### config.mk
export PLATFORM = sky130hd
export DESIGN_NAME = fifo_write_arbiter
export DESIGN_NICKNAME = d
export VERILOG_FILES = /design/src/rtl/fifo_write_arbiter.sv
export SDC_FILE = /design/constraint.sdc
export NUM_CORES = 1
export LEC_CHECK = 0
export CAP_MARGIN = 20
export CORE_MARGIN = 10
export CORE_UTILIZATION = 34
export CTS_CLUSTER_DIAMETER = 120
export DETAILED_ROUTE_END_ITERATION = 10
export PLACE_DENSITY_LB_ADDON = 0.08
export SLEW_MARGIN = 15
export SYNTH_ARGS = -nofsm -noshare
export SYNTH_HDL_FRONTEND = slang
export SYNTH_SLANG_ARGS = --single-unit
### constraint.sdc
create_clock -name clk -period 2.4 [get_ports clk]
set_input_delay 0.6 -clock clk [delete_from_list [all_inputs] [get_ports clk]]
set_output_delay 0.6 -clock clk [all_outputs]
set_load 0.02 [all_outputs]
### src/rtl/fifo_write_arbiter.sv
// ============================================================================
// Module   : fifo_write_arbiter
// Brief    : Round-robin arbiter sharing one FIFO write port among NUM_REQ
//            producers, with bursts of up to MAX_BURST beats per grant.
//            Optional macro FIFO_ARB_THROTTLE_EN restricts IDLE arbitration
//            to requester 0 while fifo_half_full is set.
// Revision : 1.0 - initial release
// ============================================================================
`default_nettype none

module fifo_write_arbiter #(
  parameter int NUM_REQ    = 4,
  parameter int DATA_WIDTH = 8,
  parameter int MAX_BURST  = 4
) (
  input  logic                          clk,
  input  logic                          rst_n,
  input  logic [NUM_REQ-1:0]            req_valid,
  input  logic [NUM_REQ-1:0]            req_last,
  input  logic [NUM_REQ*DATA_WIDTH-1:0] req_data,
  output logic [NUM_REQ-1:0]            req_ready,
  input  logic                          fifo_full,
  input  logic                          fifo_half_full,
  output logic                          fifo_w_en,
  output logic [DATA_WIDTH-1:0]         fifo_data_in,
  output logic [$clog2(NUM_REQ)-1:0]    grant_id,
  output logic                          busy
);

  localparam int IDW   = $clog2(NUM_REQ);
  localparam int CNT_W = $clog2(MAX_BURST + 1);
  localparam logic [CNT_W-1:0] c_burst_max = CNT_W'(MAX_BURST);

  typedef enum logic [0:0] {
    ST_IDLE  = 1'b0,
    ST_GRANT = 1'b1
  } state_t;

  state_t                r_state;
  logic [IDW-1:0]        r_grant_id;
  logic [IDW-1:0]        r_last_grant;
  logic [CNT_W-1:0]      r_beat_cnt;

  logic [DATA_WIDTH-1:0] w_slice [NUM_REQ];
  logic [NUM_REQ-1:0]    w_elig;
  logic [IDW-1:0]        w_idx;
  logic [IDW-1:0]        w_pick;
  logic                  w_any;
  logic                  w_accept;
  logic                  w_last_beat;

  generate
    for (genvar i = 0; i < NUM_REQ; i++) begin : g_slice
      assign w_slice[i] = req_data[i*DATA_WIDTH +: DATA_WIDTH];
    end
  endgenerate

`ifdef FIFO_ARB_THROTTLE_EN
  // Near-full FIFO: only the high-priority channel may start a new burst.
  assign w_elig = fifo_half_full ? {{(NUM_REQ-1){1'b0}}, req_valid[0]} : req_valid;
`else
  logic w_unused_half_full;
  assign w_unused_half_full = fifo_half_full;
  assign w_elig             = req_valid;
`endif

  // Scan downward so the candidate nearest last_grant+1 is assigned last.
  always_comb begin
    w_any  = 1'b0;
    w_pick = '0;
    w_idx  = '0;
    for (int k = NUM_REQ; k >= 1; k--) begin
      w_idx = IDW'((int'(r_last_grant) + k) % NUM_REQ);
      if (w_elig[w_idx]) begin
        w_any  = 1'b1;
        w_pick = w_idx;
      end
    end
  end

  assign w_accept    = (r_state == ST_GRANT) && req_valid[r_grant_id] && !fifo_full;
  assign w_last_beat = req_last[r_grant_id] || ((r_beat_cnt + CNT_W'(1)) == c_burst_max);

  always_comb begin
    req_ready = '0;
    if (r_state == ST_GRANT) begin
      req_ready[r_grant_id] = !fifo_full;
    end
  end

  assign fifo_w_en    = w_accept;
  assign fifo_data_in = w_accept ? w_slice[r_grant_id] : '0;
  assign grant_id     = r_grant_id;
  assign busy         = (r_state == ST_GRANT);

  always_ff @(posedge clk or negedge rst_n) begin
    if (!rst_n) begin
      r_state      <= ST_IDLE;
      r_grant_id   <= '0;
      r_last_grant <= IDW'(NUM_REQ - 1);
      r_beat_cnt   <= '0;
    end else begin
      case (r_state)
        ST_IDLE: begin
          r_beat_cnt <= '0;
          if (w_any) begin
            r_grant_id <= w_pick;
            r_state    <= ST_GRANT;
          end
        end
        ST_GRANT: begin
          if (w_accept) begin
            if (w_last_beat) begin
              r_state      <= ST_IDLE;
              r_last_grant <= r_grant_id;
              r_beat_cnt   <= '0;
            end else begin
              r_beat_cnt <= r_beat_cnt + CNT_W'(1);
            end
          end
        end
        default: r_state <= ST_IDLE;
      endcase
    end
  end

endmodule

`default_nettype wire

==> summary.txt <==
Synth
  • Synth Warn #: 0
  • Adder-cell share of the synthesized area: 0.0305
  • Largest family of logic cells by synthesized area: multiplexers
  • Synthesized netlist cell count: 75
  • Post-synth EDFFs: 0
  • Post-synthesis xor/xnor area fraction: 0.0107
  • Compound-gate portion of the synthesized area: 0.125
  • Yosys reg bits: 8
  • Mapped Area: 821 um^2
  • Post-synth ARST share: 1.00
  • Avg Cell Area, Syn: 10.9 um^2
  • Sequential element share of the synthesized area: 0.247
  • Post-synthesis mux area share: 0.322
  • Syn_nets: 121
  • Post-synth top area share: 0.183
  • Dominant synthesized flop cell: dfrtp_1
  • Area leader, netlist: dfrtp_1
  • Simple-Gate Fraction of Synth Area: 0.204
  • Netlist cell types: 32
  • Top cells by area, synth: dfrtp_1 (18%), mux4_2 (16%), mux4_1 (9.6%)

Routing
  • Via count: 887
  • Starting DRC count in detailed routing: 22
  • ANT nets after route: 0
  • Pre-Repair DR Iteration Count: 4
  • Vias per Instance: 5.04
  • Drt drc: 0
  • DRT Wirelength: 3160 um
  • Wire per inst: 18.0 um

Clocking
  • CTS tree: yes
  • CTS clk-pin slew, worst paths: 50 ps
  • Clock latency on the worst-skew pair: 240 ps
  • H-tree levels: 1
  • Inserted Clock Buffers: 3
  • Clock root cell: clkbuf_4
  • Max Root-Sink Buffers: 2
  • Clk sinks: 8

Final layout
  • Nets: 196
  • Most common cell after layout, fill and taps aside: clkdlybuf4s50_1
  • Diode count: 0
  • Layout cells sized above 1: 0.378
  • Fin util: 0.691
  • Commonest cells after routing, fill and taps aside: clkdlybuf4s50_1 (40), buf_4 (17), nor2_1 (9)
  • Area Overhead vs Synth: 89.8%

Worst hold path
  • HP Class: reg -> reg

Worst setup path
  • CP Cell Sequence: clkdlybuf4s50_1, mux4_2, and2_4, buf_6
  • Crit-path max FO: 1
  • Crit Path Category: in -> out
  • CP Capture Type: primary output
  • Crit path arrival time: 1780 ps
  • Critical-path top delay cell: mux4_2
  • Setup crit start kind: primary input
  • CP max stage delay: 470 ps
  • Worst EP required: 1800 ps

Floorplan
  • Std-Cell Rows: 17
  • Initial Util: 0.364
  • Die area: 0.00478 mm^2
  • Die height: 69.1 um
  • Core area: 0.00225 mm^2
  • Die X: 69.1 um
  • I/O Pins: 60

Power and ir drop
  • P per Cell Area: 898 mW/mm^2
  • PnR Total Power: 1.40 mW
  • Leak: 0.730 nW
  • Maximum VDD drop: 0.000751 V

STA
  • Clock skew: 0.750 ps
  • Setup Viol. Count Final: 0
  • Minimum clock period: 2380 ps
  • Final hold violation count: 0
  • RSZ-0062 raised after global routing: no
  • Worst slew pin tran: 355 ps
  • Max Slew Vio Count: 0
  • Fmax achieved: 420 MHz
  • Post-route worst setup slack: 20.8 ps
  • Slew headroom: 0.762
  • Final worst-path cycle share: 0.991
  • Hold Slack: 591 ps

Global routing
  • Total GRT Usage: 0.132
  • Grt total ovfl: 0
  • Initial antenna violation count: 0
  • Largest net degree at the start of global routing: 13
  • Number of global-route vias before repair: 985
  • First-pass GRT wire length: 5330 um

Placement
  • Final RePlAce weighted congestion: 0.749
  • Worst slack, placed: -826 ps
  • IO Port Bufs: 58
  • DP HPWL: 2730 um

Job
  • Max cap viols: 0

Run status
  • Outcome: complete, no violations
cell usage after synthesis, types with 3 or more instances:
library cell / instances
and2_1: 8
nor2_1: 9
nor2b_1: 3
mux4_1: 3
mux4_2: 6
dfrtp_1: 6
inv_1: 6
stage by stage:
step / instance area (um^2) / cells / TNS (ps)
after floorplan: 821 / 75 / 0
after global placement: 1510 / 171 / -8150
after detailed placement: 1510 / 171 / -8630
after CTS: 1530 / 176 / 0
after global routing: 1560 / 176 / 0
final: 1560 / 176 / 0
routing by layer:
| layer | vias to the layer above | part of all wire | track usage |
|---|---|---|---|
| met4 | 0 | 0.0085 | 0.0355 |
| met2 | 36 | 0.51 | 0.231 |
| met3 | 2 | 0.046 | 0.0285 |
| met1 | 422 | 0.44 | 0.156 |
| li1 | 427 | - | - |
| met5 | - | 0 | 0 |
worst max-delay path: cells and delay by family:
family                 cells  cell delay, ps
buffers and inverters      2             530
multiplexers               1             470
AND/OR/NAND/NOR            1             170
final timing paths:
path                                from              end  slack (ps)  cells past startpoint
hold / removal             r_beat_cnt[2]    r_beat_cnt[2]         590                      1
setup / recovery            req_data[30]  fifo_data_in[6]          20                      4
max in group asynchronous          rst_n  r_last_grant[0]        1470                      1
hold reg to reg            r_beat_cnt[2]    r_beat_cnt[2]         590                      1
min in group asynchronous          rst_n    r_beat_cnt[2]         630                      1
setup reg to reg             grant_id[0]  r_last_grant[1]         600                      5
logic make-up after synthesis:
family | Yosys count
AND/OR/NAND/NOR | 29
multiplexers | 13
AO/OA/AOI/OAI | 12
buffers and inverters | 10
flip-flops | 8
adder cells (fa/ha/maj) | 2
XOR/XNOR | 1
registers in the layout, indices dropped and copies added (netlist names):
register      count
busy              1
grant_id          2
r_beat_cnt        3
r_last_grant      2
layout make-up:
cell class                 count  area (um^2)
clock buffer                   3         22.5
fill                         178          697
inverter                       6         26.3
multi-input combinational     57          581
sequential                     8          204
tap                           28         35.0
timing repair buffer          73          682
timing repair inverter         1         7.51
power breakdown:
group          switching (mW)  internal [mW]
clock                  0.0422         0.0570
sequential             0.0567          0.204
combinational           0.457          0.582
what timing repair did:
item                                    CTS  global route
endpoints found under the setup margin   13             7
gates cloned                              1             0
pin swaps                                 3             3
hold buffers                              0             0
resized for setup                        59            14
setup buffers                             1             0
(Power assumes the default switching activity.)
